[config.mk]
export PLATFORM = sky130hd
export DESIGN_NAME = uart_rx
export DESIGN_NICKNAME = d
export VERILOG_FILES = /design/src/rtl/uart_pkg.sv /design/src/rtl/uart_rx_sync.sv /design/src/rtl/uart_rx.sv
export SDC_FILE = /design/constraint.sdc
export NUM_CORES = 1
export LEC_CHECK = 0
export ABC_AREA = 1
export CAP_MARGIN = 20
export CELL_PAD_IN_SITES_DETAIL_PLACEMENT = 0
export CELL_PAD_IN_SITES_GLOBAL_PLACEMENT = 2
export CORE_ASPECT_RATIO = 1.5
export CORE_MARGIN = 2
export CORE_UTILIZATION = 34
export DETAILED_ROUTE_END_ITERATION = 7
export DONT_BUFFER_PORTS = 1
export PLACE_DENSITY = 0.74
export SLEW_MARGIN = 20
export SYNTH_ARGS = -nofsm -noshare
export SYNTH_HDL_FRONTEND = slang
export SYNTH_SLANG_ARGS = --single-unit
[constraint.sdc]
create_clock -name clk_i -period 1.49 [get_ports clk_i]
set_input_delay 0.298 -clock clk_i [delete_from_list [all_inputs] [get_ports clk_i]]
set_output_delay 0.298 -clock clk_i [all_outputs]
set_load 0.05 [all_outputs]
[src/rtl/uart_pkg.sv]
// Shared UART package: default frame geometry and the receiver state encoding.
// The transmitter imports the same defaults so both ends of a link agree on
// word size and oversampling without repeating the numbers.
package uart_pkg;

  // Default number of data bits per frame.
  localparam int UART_DATA_WIDTH      = 8;

  // Default number of oversample ticks per bit period.
  localparam int UART_OVERSAMPLE_RATE = 16;

  // Receiver FSM states. The numeric values are fixed so that older code
  // holding the state in a plain 3-bit vector stays compatible.
  typedef enum logic [2:0] {
    RxIdle      = 3'd0,
    RxStartBit  = 3'd1,
    RxDataBits  = 3'd2,
    RxParityBit = 3'd3,
    RxStopBit   = 3'd4
  } uart_rx_state_e;

endpackage

[src/rtl/uart_rx_sync.sv]
// Two-flop synchronizer for the asynchronous serial line.
// Both flops load ResetValue on reset. For a UART line that value is 1,
// so the receiver does not see a false start bit while leaving reset.
module uart_rx_sync #(
  parameter logic ResetValue = 1'b1
) (
  input  logic clk_i,
  input  logic rst_i,
  input  logic line,
  output logic line_sync
);

  logic meta;
  logic stable;

  // Move the raw line through two flops before anything looks at it.
  always_ff @(posedge clk_i) begin
    if (rst_i) begin
      meta   <= ResetValue;
      stable <= ResetValue;
    end else begin
      meta   <= line;
      stable <= meta;
    end
  end

  assign line_sync = stable;

endmodule

[src/rtl/uart_rx.sv]
// UART receiver: oversampled serial-to-parallel conversion.
// Checks the start bit at its midpoint and samples data bits LSB-first at bit
// centre. After the stop bit it presents the word with a one-cycle valid pulse.
// Optional feature macro: UART_RX_PARITY_EN adds an even-parity bit between
// the data and stop bits. When the macro is absent, parity_err_o stays 0.
module uart_rx
  import uart_pkg::*;
#(
  parameter int DataWidth      = UART_DATA_WIDTH,
  parameter int OversampleRate = UART_OVERSAMPLE_RATE
) (
  input  logic                 clk_i,
  input  logic                 rst_i,
  input  logic                 baud_tick_i,
  input  logic                 rxd_i,
  output logic [DataWidth-1:0] data_o,
  output logic                 valid_o,
  output logic                 busy_o,
  output logic                 frame_err_o,
  output logic                 parity_err_o
);

  localparam int TickW = $clog2(OversampleRate);
  localparam int BitW  = $clog2(DataWidth + 1);

  localparam logic [TickW-1:0] TICK_MID  = TickW'(OversampleRate / 2 - 1);
  localparam logic [TickW-1:0] TICK_LAST = TickW'(OversampleRate - 1);
  localparam logic [BitW-1:0]  BIT_LAST  = BitW'(DataWidth - 1);

  localparam logic [2:0] ST_IDLE   = RxIdle;
  localparam logic [2:0] ST_START  = RxStartBit;
  localparam logic [2:0] ST_DATA   = RxDataBits;
`ifdef UART_RX_PARITY_EN
  localparam logic [2:0] ST_PARITY = RxParityBit;
`endif
  localparam logic [2:0] ST_STOP   = RxStopBit;

  logic                 rxd_s;
  logic [2:0]           state;
  logic [TickW-1:0]     tick_cnt;
  logic [BitW-1:0]      bit_cnt;
  logic                 armed;
  logic [DataWidth-1:0] shift_reg;
  logic [DataWidth-1:0] data_q;
  logic                 valid_q;
  logic                 frame_err_q;

  logic                 mid_hit;
  logic                 last_hit;
  logic                 start_seen;
  logic                 data_sample;
  logic                 stop_sample;

`ifdef UART_RX_PARITY_EN
  logic                 parity_bad;
  logic                 parity_err_q;
`endif

  uart_rx_sync #(
    .ResetValue (1'b1)
  ) u_sync (
    .clk_i     (clk_i),
    .rst_i     (rst_i),
    .line      (rxd_i),
    .line_sync (rxd_s)
  );

  // Turn the tick count and state into one-cycle strobes for the sample points.
  always_comb begin
    mid_hit     = baud_tick_i && (tick_cnt == TICK_MID);
    last_hit    = baud_tick_i && (tick_cnt == TICK_LAST);
    start_seen  = 1'b0;
    data_sample = 1'b0;
    stop_sample = 1'b0;
    case (state)
      ST_IDLE:  start_seen  = baud_tick_i && armed && !rxd_s;
      ST_DATA:  data_sample = last_hit;
      ST_STOP:  stop_sample = last_hit;
      default: begin
        start_seen  = 1'b0;
        data_sample = 1'b0;
        stop_sample = 1'b0;
      end
    endcase
  end

  // Frame sequencing: state, tick/bit counters and the re-arm flag.
  always_ff @(posedge clk_i) begin
    if (rst_i) begin
      state    <= ST_IDLE;
      tick_cnt <= '0;
      bit_cnt  <= '0;
      armed    <= 1'b0;
    end else if (baud_tick_i) begin
      case (state)
        ST_IDLE: begin
          if (rxd_s) begin
            armed <= 1'b1;
          end else if (start_seen) begin
            tick_cnt <= '0;
            state    <= ST_START;
          end
        end
        ST_START: begin
          if (mid_hit) begin
            tick_cnt <= '0;
            if (!rxd_s) begin
              bit_cnt <= '0;
              state   <= ST_DATA;
            end else begin
              state   <= ST_IDLE;
            end
          end else begin
            tick_cnt <= tick_cnt + 1'b1;
          end
        end
        ST_DATA: begin
          if (data_sample) begin
            tick_cnt <= '0;
            bit_cnt  <= bit_cnt + 1'b1;
            if (bit_cnt == BIT_LAST) begin
`ifdef UART_RX_PARITY_EN
              state <= ST_PARITY;
`else
              state <= ST_STOP;
`endif
            end
          end else begin
            tick_cnt <= tick_cnt + 1'b1;
          end
        end
`ifdef UART_RX_PARITY_EN
        ST_PARITY: begin
          if (last_hit) begin
            tick_cnt <= '0;
            state    <= ST_STOP;
          end else begin
            tick_cnt <= tick_cnt + 1'b1;
          end
        end
`endif
        ST_STOP: begin
          if (stop_sample) begin
            tick_cnt <= '0;
            // A low stop bit may be the start of a break, so do not re-arm
            // until the line has been seen high again.
            armed    <= rxd_s;
            state    <= ST_IDLE;
          end else begin
            tick_cnt <= tick_cnt + 1'b1;
          end
        end
        default: begin
          tick_cnt <= '0;
          state    <= ST_IDLE;
        end
      endcase
    end
  end

  // Shift data bits in at bit centre, LSB first, from the MSB end.
  always_ff @(posedge clk_i) begin
    if (rst_i) begin
      shift_reg <= '0;
    end else if (data_sample) begin
      shift_reg <= {rxd_s, shift_reg[DataWidth-1:1]};
    end
  end

`ifdef UART_RX_PARITY_EN
  // Even parity: the data bits XOR the received parity bit must be 0.
  always_ff @(posedge clk_i) begin
    if (rst_i) begin
      parity_bad <= 1'b0;
    end else if ((state == ST_PARITY) && last_hit) begin
      parity_bad <= (^shift_reg) ^ rxd_s;
    end
  end
`endif

  // Publish the word and its status on the stop-bit sample, valid for one cycle.
  always_ff @(posedge clk_i) begin
    if (rst_i) begin
      data_q       <= '0;
      valid_q      <= 1'b0;
      frame_err_q  <= 1'b0;
`ifdef UART_RX_PARITY_EN
      parity_err_q <= 1'b0;
`endif
    end else begin
      valid_q <= 1'b0;
      if (stop_sample) begin
        data_q       <= shift_reg;
        valid_q      <= 1'b1;
        frame_err_q  <= !rxd_s;
`ifdef UART_RX_PARITY_EN
        parity_err_q <= parity_bad;
`endif
      end
    end
  end

  assign data_o      = data_q;
  assign valid_o     = valid_q;
  assign frame_err_o = frame_err_q;
  assign busy_o      = (state != ST_IDLE);

`ifdef UART_RX_PARITY_EN
  assign parity_err_o = parity_err_q;
`else
  assign parity_err_o = 1'b0;
`endif

endmodule

# After elaboration in Yosys (flattened, before gate mapping)
# Cells that the tools add are included.
[classes]
add_sub_neg = 2
eq_ne = 14
muxes = 25
reduce_logical = 13
[op_table]
columns = ["cell", "count"]
rows = [
  ["two-way mux 4 bit", 8],
  ["two-way mux 3 bit", 6],
  ["one-hot mux 4 bit (4 select lines)", 1],
  ["inequality test 2 bit (second input constant)", 7],
  ["one-hot mux 3 bit (4 select lines)", 1],
  ["adder 4 x 1 -> 4 bit (second input constant)", 2],
  ["equality test 4 x 3 -> 1 bit (second input constant)", 2],
  ["one-hot mux 4 bit (2 select lines)", 1],
  ["AND reduction 7 bit", 1],
  ["two-way mux 1 bit", 6],
  ["AND reduction 5 bit", 1],
  ["equality test 4 bit (second input constant)", 1],
  ["logical AND 1 bit", 4],
  ["AND reduction 4 bit", 1],
  ["nonzero test 2 bit", 2],
  ["equality test 3 x 1 -> 1 bit (second input constant)", 1],
  ["equality test 3 x 2 -> 1 bit (second input constant)", 1],
  ["equality test 3 bit (second input constant)", 1],
  ["zero test 3 bit", 1],
  ["AND reduction 3 bit", 1],
  ["nonzero test 3 bit", 1],
  ["two-way mux 2 bit", 1],
  ["inequality test 2 x 1 -> 1 bit (second input constant)", 1],
  ["one-hot mux 1 bit (2 select lines)", 1],
  ["zero test 1 bit", 1],
]
[word_totals]
register_bits = 32
in_bits = 4
out_inout_bits = 12
word_cells = 64

# Depth between registers and ports, before layout
[logic_depth]
ltp_word = 6
ltp_mapped = 10
depth_no_buf = 10

# Hierarchy
# From an unflattened synthesis, not the netlist that was laid out.
[hier_totals]
cells_unflattened = 205
area_unflattened_um2 = 1467.7
[by_module_without_submodules]
columns = ["module", "instances", "cells_per_inst", "area_per_inst_um2", "seq_area_each_um2"]
rows = [
  ["uart_rx", 1, 198, 1408.9, 600.6],
  ["uart_rx_sync", 1, 7, 58.8, 40.0],
]

# Worst setup path after synthesis
# No wires, ideal clock.
[synth_timing]
path_kind = "register to register"
startpoint = "register state[0]"
endpoint = "register tick_cnt[2]"
setup_time_ns = 0.116
arrival_ns = 1.353
required_time_ns = 1.374
slack_ns = 0.022
stages_incl_launch_ff = 9
n_path_buf = 0
synth_period_minus_slack_ns = 1.468
path_cell_list = "dfxtp_1 -> nor2_1 -> nand2_1 -> inv_1 -> nand2_2 -> nand2_2 -> nor2_1 -> o21ai_0 -> nor2_1"
[synth_via]
elab_chain_len = 4
elab_cells_between_ends = 13
classes_between = "eq/ne: 5; mux: 6; reduce/logical: 2"
[synth_lines]
columns = ["item", "line", "source"]
rows = [
  ["start: declaration", "uart_rx.sv:39", "logic [2:0] state;"],
  ["start signal: assignment", "uart_rx.sv:90", "state <= ST_IDLE;"],
  ["start signal: assignment", "uart_rx.sv:101", "state <= ST_START;"],
  ["start signal: assignment", "uart_rx.sv:109", "state <= ST_DATA;"],
  ["equality test 3 bit, or another cell as far along", "uart_rx.sv:75, uart_rx.sv:95", ""],
  ["two-way mux 1 bit", "uart_rx.sv:75", "case (state)"],
  ["two-way mux 4 bit, or another cell as far along", "uart_rx.sv:143", "if (stop_sample) begin"],
  ["one-hot mux 4 bit (4 select lines) / AND reduction 3 bit (equally long branches)", "-", ""],
  ["end signal: assignment", "uart_rx.sv:114", "tick_cnt <= tick_cnt + 1'b1;"],
  ["end signal: assignment", "uart_rx.sv:129", "tick_cnt <= tick_cnt + 1'b1;"],
  ["end signal: assignment", "uart_rx.sv:150", "tick_cnt <= tick_cnt + 1'b1;"],
  ["end: declaration", "uart_rx.sv:40", "logic [TickW-1:0] tick_cnt;"],
]
# Several ways; a longest one is shown, not always the timed one.
# A chain may end at the register's enable or synchronous reset.

# Final worst setup path
[layout_timing]
startpoint = "register tick_cnt[0]"
endpoint = "register state[1]"
[layout_via]
elab_chain_len = 5
elab_cells_between_ends = 10
classes_between = "eq/ne: 5; mux: 2; reduce/logical: 3"
[layout_lines]
columns = ["item", "line", "source"]
rows = [
  ["equality test 4 bit", "uart_rx.sv:71", "last_hit = baud_tick_i && (tick_cnt == TICK_LAST);"],
  ["logical AND 1 bit", "uart_rx.sv:71", ""],
  ["two-way mux 1 bit", "uart_rx.sv:75", ""],
  ["inequality test 2 bit (no line)", "-", ""],
  ["AND reduction 7 bit (no line) *", "-", ""],
]
# Every way passes the cells marked *; elsewhere a longest branch is shown, timed or not.

==> out/qor.json <==
{
  "critPathMaxFanout": 3,
  "routed_wl_um": 3420,
  "postSynthAreaPerCell_um2": 7.03,
  "core_area_um2": 4170,
  "clock_insertion_delay_worst_skew_ns": 0.29,
  "start_kind": "flip-flop",
  "netlist-cell-type-count": 24,
  "clockRootBuffer": "clkbuf_8",
  "post-synth-top-area-cell": "dfxtp_1",
  "min_tclk_post_route_ns": 1.44,
  "netlist_area_um2": 1460,
  "ys_top_cells_by_count": "51 x nor2_1, 36 x nand2_1, 32 x dfxtp_1",
  "critical-path-max-stage-delay_ns": 0.36,
  "wire_length_of_the_first_global_routing_pass_um": 5660,
  "netlist_instances": 208,
  "clock_buffer_count_from_cts": 5,
  "stdcell_count": 264,
  "power_density_nw_per_um2": 1120,
  "status": "finished clean",
  "ios": 16,
  "timing.hold.ws_ns": 0.0634,
  "synthDominantCellAreaShare_pct": 43.8,
  "number_of_buffers_inserted_by_port_buffering": 0,
  "end_kind": "flip-flop",
  "fp.dieW_um": 57.6,
  "gpl.final_weighted_congestion": 0.862,
  "worst_slew_pin_slew_ns": 0.543,
  "ys_top_cells_by_area": "dfxtp_1 44%, nor2_1 13%, nand2_1 9.2%",
  "number_of_enable_type_register_cells_in_the_synthesized_netlist": 0,
  "antenna_cells_inserted": 0,
  "dieHeight_um": 84.3,
  "synth_async_sr_flop_share_pct": 0,
  "final.setup.worst_slack_ns": 0.0495,
  "synth_most_common_cell": "nor2_1",
  "vias_per_cell": 4.89,
  "drt_iter0_drc": 51,
  "layout.nets": 223,
  "cp_cell_sequence": "ha_4 > buf_4 > nand4_1 > nand2_2 > nand2_1 > nor2_2 > nand3_1 > nand2_1 > nor2_1",
  "dp_hpwl_um": 2600,
  "cts.reportedPaths.clkPinSlew_ns": 0.07,
  "route.vias.total": 1291,
  "critical_path.slowest_cell": "dfxtp_2",
  "clock_tree.buffer_depth": 2,
  "placed_cells_incl_taps": 255,
  "post_route_cells_drive_above_1_share_pct": 21.1,
  "synth_sequential_area_ratio_pct": 43.8,
  "firstDrtPassIters": 4,
  "final_min_period_over_clock_period_pct": 96.7,
  "slew-limit-headroom_pct": 63.8,
  "number_of_antenna_violations_at_the_first_check_in_global_routing": 0,
  "cts_tree": "done",
  "rsz0062_at_grt": "true",
  "layout.filler_cells": 436,
  "cts.sinks": 32,
  "drc_errors": 0,
  "worst_hold_path_type": "input pin to flip-flop",
  "grt_start_max_net_pins": 22,
  "grt_overflow_total": 0,
  "gr-usage-all-layers_pct": 15.4,
  "final_util_pct": 40.6,
  "synth-warning-count": 0,
  "setup_viol": 0,
  "htreeDepth": 2,
  "preCtsSetupSlack_ns": -0.0338,
  "multiInputGateArea_um2": 776,
  "synth.net_count": 214,
  "max_clock_freq_mhz": 694,
  "maxCapViolCount": 0,
  "timing_worst_setup_path_type": "flip-flop to flip-flop",
  "detail-route-antenna-nets": 0,
  "route.detailed.wl_per_inst_um": 12.9,
  "critical-path-top-cell-by-count": "nand2_1",
  "static_leakage_power_nw": 0.675,
  "report.final.slew_viol_count": 0,
  "postSynthRegisterBits": 32,
  "layout-area-overhead-vs-synth_pct": 15.9,
  "maximum_vdd_ir_drop_uv": 768,
  "fin_worst_skew_ns": 0.00280,
  "dominant_synthesized_flop_cell": "dfxtp_1",
  "r2r_setup_slack_ns": 0.05,
  "dieArea_um2": 4850,
  "finalHoldViolCount": 0,
  "timing.critical_path.arrival_ns": 1.63,
  "layout.area.seq_um2": 647,
  "grt_pass1_vias": 1249,
  "cp_data_required_time_ns": 1.68,
  "initial_core_util_pct": 35.1,
  "std_cell_rows": 29
}
[metal layers]
metal	global-route usage (%)	share of wire, %
met2	28.5	56
met1	15.7	39
met3	3.54	2.9
met5	0	0
met4	6.98	2.0
[cell families (layout without fill, tap and decap cells)]
kind of cell	after synthesis	count (layout)	synth area share, %
AOI/OAI and AO/OA	33	33	11.5
xor gates and xnor gates	2	2	1.20
adders and majority gates	2	2	1.71
buffers and inverters	24	34	6.76
DFF	32	32	43.8
other	1	1	0.256
and+or+nand+nor	114	114	34.8
[layout by cell type, fill, tap and decap left out, drive strengths merged]
master and n:
nor2 59, nand2 40, dfxtp 32, o21ai 22
inv 19, a21oi 10, nand3 10, buf 7
clkbuf 6, nand4 2, xor2 2, or2 2
ha 2, nor3b 1, a211oi 1, conb 1
clkinv 1, clkinvlp 1
[layout make-up]
type / count / share of cell area (%)
multi-input combinational: 152 / 45.8
timing repair buffer: 7 / 3.10
inverter: 19 / 4.35
tap: 46 / 3.39
clock inverter: 2 / 0.959
clock buffer: 6 / 4.28
sequential: 32 / 38.2
[power by group]
group	total [mW]	internal [mW]	switching, mW	leakage (nW)
sequential	0.895	0.875	0.0202	0.260
combinational	0.330	0.102	0.228	0.374
clock	0.668	0.332	0.336	0.0414
[repair_timing]
action	4_1_cts	5_1_grt
gates resized for setup	7	12
gates cloned	0	0
pin swaps	3	9
setup buffers	0	1
hold buffers	0	0
endpoints found under the setup margin	8	19
[worst max-delay path: cells and delay by family, from the launching register on]
kind	cells	cell delay, ns
flip-flops	1	0.36
AND/OR/NAND/NOR	7	0.73
buffers and inverters	1	0.10
adder cells (fa/ha/maj)	1	0.15
[stage by stage]
| step | cell area, µm² | setup TNS (ns) | power [mW] |
|---|---|---|---|
| 2_1_floorplan | 1460 | 0 | 1.15 |
| 3_3_place_gp | 1540 | -0.109 | 1.21 |
| 3_5_place_dp | 1540 | -0.0947 | 1.22 |
| 4_1_cts | 1650 | 0 | 1.89 |
| 5_1_grt | 1700 | -0.154 | 1.99 |
| 6_report | 1700 | 0 | 1.89 |
[worst paths after layout]
check	start	end	cells past startpoint
worst min-delay path	rst_i	tick_cnt[1]	1
worst max register to register	tick_cnt[0]	state[1]	9
worst max-delay path	tick_cnt[0]	state[1]	9
worst min register to register	u_sync.meta	u_sync.line_sync	1
Power figures use the tool's default switching activity.
==> RTL edit 1 (config.mk and constraints unchanged) <==
Add an input register stage for `baud_tick_i` and `rxd_i`, cleared by the reset; this delays them by one clock.
--- a/src/rtl/uart_rx.sv
+++ b/src/rtl/uart_rx.sv
@@ -35,6 +35,19 @@
 `endif
   localparam logic [2:0] ST_STOP   = RxStopBit;
 
+  logic baud_tick_q;
+  logic rxd_q;
+
+  always_ff @(posedge clk_i) begin
+    if (rst_i) begin
+      baud_tick_q <= '0;
+      rxd_q       <= '0;
+    end else begin
+      baud_tick_q <= baud_tick_i;
+      rxd_q       <= rxd_i;
+    end
+  end
+
   logic                 rxd_s;
   logic [2:0]           state;
   logic [TickW-1:0]     tick_cnt;
@@ -61,19 +74,19 @@
   ) u_sync (
     .clk_i     (clk_i),
     .rst_i     (rst_i),
-    .line      (rxd_i),
+    .line      (rxd_q),
     .line_sync (rxd_s)
   );
 
   // Turn the tick count and state into one-cycle strobes for the sample points.
   always_comb begin
-    mid_hit     = baud_tick_i && (tick_cnt == TICK_MID);
-    last_hit    = baud_tick_i && (tick_cnt == TICK_LAST);
+    mid_hit     = baud_tick_q && (tick_cnt == TICK_MID);
+    last_hit    = baud_tick_q && (tick_cnt == TICK_LAST);
     start_seen  = 1'b0;
     data_sample = 1'b0;
     stop_sample = 1'b0;
     case (state)
-      ST_IDLE:  start_seen  = baud_tick_i && armed && !rxd_s;
+      ST_IDLE:  start_seen  = baud_tick_q && armed && !rxd_s;
       ST_DATA:  data_sample = last_hit;
       ST_STOP:  stop_sample = last_hit;
       default: begin
@@ -91,7 +104,7 @@
       tick_cnt <= '0;
       bit_cnt  <= '0;
       armed    <= 1'b0;
-    end else if (baud_tick_i) begin
+    end else if (baud_tick_q) begin
       case (state)
         ST_IDLE: begin
           if (rxd_s) begin
Function: changed (Yosys sat finds a counterexample within 4 cycles, from zero or initial values and one cycle with rst_i high).
==> RTL edit 1 against the original RTL <==
Sequential cell count up 2; area after synthesis up 0.43%; non-clock buffer count up 9; highest routed layer unchanged; synthesized cell count down 1.9%; routed wire length down 2.7%; worst setup slack better by 0.0055 ns; global-route usage down 0.12 points; design area up 4.6%; die area up 0.39%; utilization up 1.5 points; critical endpoint unchanged; critical path depth up 1.
Power is not compared: it rests on default switching activity, and its combinational part moved more than twofold at a synthesized area within 25%.
==> RTL edit 1: results (changes against the original RTL) <==
- Status: complete, no violations
- First-pass GRT wire length: 5809 microns (+2.6%)
- FF-to-FF Start: tick_cnt[1]
- Worst Path Arrival: 1.66 ns (+0.03 ns)
- Share of cells above drive strength 1: 22.87% (+1.8 points)
- Slew headroom: 64.95% (+1.2 points)
- Final setup vio count: 0 (unchanged)
- Cell count of the worst reg-to-reg path: 10 (+1)
- XOR/XNOR Fraction of Synth Area: 1.193% (-0.0051 points)
- DRT iter0 DRCs: 25 (-51%)
- Total Wirelength: 3324 microns (-2.7%)
- Largest net degree at the start of global routing: 21 (-4.5%)
- Seq/Total Area, Yosys: 46.34% (+2.5 points)
- HPWL Detailed: 2482 microns (-4.4%)
- Cell variety after synth: 27 (+13%)
- Hold Path Sink: bit_cnt[0]
- Fillcell total: 472 (+8.3%)
- Post-Place Worst Slack: -0.04804 ns (-0.01419 ns)
- Max Clock Skew: 0.005494 ns (+0.002696 ns)
- Synth Instances: 204 (-1.9%)
- Cell Count Post-Placement: 258 (+1.2%)
- Nets: 228 (+2.2%)
- Global placer's final weighted congestion: 0.7317 (-15%)
- Syn_nets: 210 (-1.9%)
- Compound-Gate Fraction of Synth Area: 12.52% (+1.1 points)
- Total number of vias: 1289 (-0.15%)
- Worst-path clk slew: 0.07 ns (about the same)
- Comb. pwr: 0.0556 mW
- Synth area leaders: dfxtp_1 46%, nor2_1 15%, nand2_1 7.2%, o21ai_0 7.2%, inv_1 4.1%
- Hold_ws: 0.07292 ns (+0.009483 ns)
- GRT Util Overall: 15.24% (-0.12 points)
- Vias in the first global route: 1329 (+6.4%)
- Max Fanout on Critical Path: 5 (+2)
- Vias per cell: 4.792 (-2.0%)
## RTL edit 1: cell types whose count changed in the layout (fill, tap and decap cells not counted), moves of 2 or more
cell / unedited run / this run
nand2_1: 32 / 25
nor2_1: 46 / 56
nand2_2: 8 / 6
buf_6: 0 / 2
o21ai_1: 2 / 0
nor2_2: 9 / 3
buf_4: 7 / 14
## RTL edit 1: stage by stage
stage / TNS, ns / util [%]
2_1_floorplan: 0 / -
3_3_place_gp: -0.07109 / 38.05
3_5_place_dp: -0.2493 / 38.05
4_1_cts: 0 / 41.11
5_1_grt: -0.1434 / 42.15
6_report: 0 / 42.15
## RTL edit 1: cell families after synthesis
| logic type | after synthesis |
|---|---|
| AO/OA/AOI/OAI | 34 |
| XOR/XNOR | 2 |
| adder cells (fa/ha/maj) | 2 |
| buffers and inverters | 24 |
| flip-flops | 34 |
| other | 1 |
| AND/OR/NAND/NOR | 107 |
## RTL edit 1: final cells by class
class	count	area, sq um	share of cell area (%)
clock buffer	6	82.58	4.654
clock inverter	2	12.51	0.7052
inverter	19	73.82	4.161
multi-input combinational	146	729.5	41.11
sequential	34	690.7	38.93
tap	46	57.56	3.244
timing repair buffer	16	127.6	7.193
## RTL edit 1: layer usage
metal / up-vias / share of wire [%] / routed length, microns / global-route usage (%)
li1: 677 / - / - / -
met1: 598 / 41 / 1367 / 16.24
met2: 10 / 55 / 1843 / 28.31
met3: 4 / 2.1 / 69 / 3.698
met4: 0 / 1.3 / 44 / 5.074
met5: - / 0 / 0 / 0
## RTL edit 1: worst max-delay path, cell delays in order, from the launching register on
cell and delay [ns]:
dfxtp_4 0.37, ha_4 0.15, nand2_4 0.06, buf_6 0.13, nor2_4 0.07, nor2_1 0.04, nor2_1 0.15, nand3_2 0.14
nand2_1 0.10, nand2_1 0.05, nor2_1 0.11
## RTL edit 1: worst max-delay path by stage
| stage | end | start | slack, ns | cells past startpoint |
|---|---|---|---|---|
| final | state[1] | tick_cnt[1] | 0.06 | 10 |
| after global routing | state[1] | tick_cnt[1] | -0.08 | 10 |
| after CTS | state[0] | tick_cnt[0] | 0.009 | 10 |
| after detailed placement | state[1] | tick_cnt[0] | -0.05 | 10 |
| after global placement | state[0] | tick_cnt[1] | -0.03 | 10 |
| after floorplan | bit_cnt[1] | tick_cnt[0] | 0.14 | 10 |
## RTL edit 1: repair_timing
item / CTS / global route
pin swaps: 3 / 7
gates resized for setup: 8 / 10
setup buffers: 1 / 2
endpoints found under the setup margin: 12 / 18
==> RTL edit 2 (config.mk and constraints unchanged) <==
Made on the original files. The package constant `UART_DATA_WIDTH` goes from 8 to 4.
--- a/src/rtl/uart_pkg.sv
+++ b/src/rtl/uart_pkg.sv
@@ -4,7 +4,7 @@
 package uart_pkg;
 
   // Default number of data bits per frame.
-  localparam int UART_DATA_WIDTH      = 8;
+  localparam int UART_DATA_WIDTH      = 4;
 
   // Default number of oversample ticks per bit period.
   localparam int UART_OVERSAMPLE_RATE = 16;
Interface: changed (resized data_o); port bits go from 16 to 12. The function was not compared with the original's and may differ.
==> RTL edit 2 against the original RTL <==
Global-route usage down 1.0 points; sequential power fell by 31%; synthesized cell count decreased by 26%; sequential share of layout area fell by 1.5 points; combinational power is 88% lower; total power decreased by 45%; critical path depth is 6 lower; cell count fell by 24%; design area decreased by 25%; worst setup slack improved by 0.033 ns; hold slack improved by 0.022 ns; area after synthesis decreased by 25%; routed wire length fell by 32%; sequential cell count shrank 9; largest power group unchanged.
==> RTL edit 2: results (changes against the original RTL) <==
- Status: complete, no violations
- Max Fanout on Critical Path: 6 (+3)
- Seq/Total Area, Yosys: 42.15% (-1.6 points)
- Mean post-synth cell area: 7.139 sq um (+1.5%)
- Total Wirelength: 2323 microns (-32%)
- H-tree depth: 1 (-1)
- Compound-Gate Fraction of Synth Area: 10.31% (-1.2 points)
- Total number of vias: 937 (-27%)
- DRT iter0 DRCs: 12 (-76%)
- WL met1: 978 microns (-26%)
- Largest net degree at the start of global routing: 16 (-27%)
- Cell Count Post-Placement: 193 (-24%)
- DR WL/cell: 11.56 microns (-11%)
- Area post-placement: 1149 sq um (-25%)
- Max Clock Skew: 0.009409 ns (+0.006611 ns)
- Met2 WL: 1236 microns (-35%)
- Worst Path Arrival: 1.11 ns (-0.52 ns)
- Lkg Pwr: 0.5749 nW (-15%)
- Fin area: 1269 sq um (-25%)
- Fillcell total: 334 (-23%)
- Cell variety after synth: 26 (+8.3%)
- TritonCTS buffer count: 3 (-2)
- Met3 WL post-DR: 82 microns (-17%)
- Adder-Cell Fraction of Synth Area: 3.436% (+1.7 points)
- First-pass GRT wire length: 4064 microns (-28%)
- Syn_nets: 160 (-25%)
- Slowest CP cell: dfxtp_1
- Skew-Pair Late Insertion Delay: 0.26 ns (-0.03 ns)
- Top post-synthesis cells by count: 32 x nand2_1, 27 x nor2_1, 23 x dfxtp_1, 12 x inv_1
- Top-count cell post-synth: nand2_1
- Worst VDD drop: 489.0 uV (-36%)
- Share of cells above drive strength 1: 26.71% (+5.6 points)
- Slew headroom: 66.09% (+2.3 points)
- GRT Util Overall: 14.35% (-1.0 points)
- XOR/XNOR Fraction of Synth Area: 0.8018% (-0.40 points)
- Post-Place Worst Slack: 0.06284 ns (+0.09669 ns)
- Global placer's final weighted congestion: 0.7760 (-10%)
- CP peak stage delay: 0.42 ns (+0.06 ns)
- Post-synthesis mux area share: 0% (unchanged)
- Nets: 169 (-24%)
-- RTL edit 2: final timing paths --
check                           to  slack [ns]        start
setup / recovery            busy_o        0.08     state[2]
hold / removal          bit_cnt[2]        0.09        rst_i
setup reg to reg        bit_cnt[2]        0.10  tick_cnt[1]
hold reg to reg   u_sync.line_sync        0.41  u_sync.meta
-- RTL edit 2: cell type report --
cell class              instances  share of cell area, %
inverters                      16                  4.734
repair buffers                  7                  4.142
flip-flops and latches         23                  36.69
well taps                      40                  3.945
clock buffers                   4                  3.550
multi-input cells             111                  46.94
-- RTL edit 2: metal layers --
metal,GRT usage [%],vias to the layer above
li1,-,494
met1,16.60,422
met2,25.73,19
met3,2.033,2
met4,6.481,0
met5,0,-
-- RTL edit 2: timing repair --
item | CTS | global route
endpoints found under the setup margin | 0 | 10
gates resized for setup | 0 | 16
setup buffers | 0 | 4
-- RTL edit 2: power by group --
part	internal (mW)	switching, mW
combinational	0.0113	0.0279
clock	0.191	0.191
sequential	0.619	0.00192
total	0.821	0.221
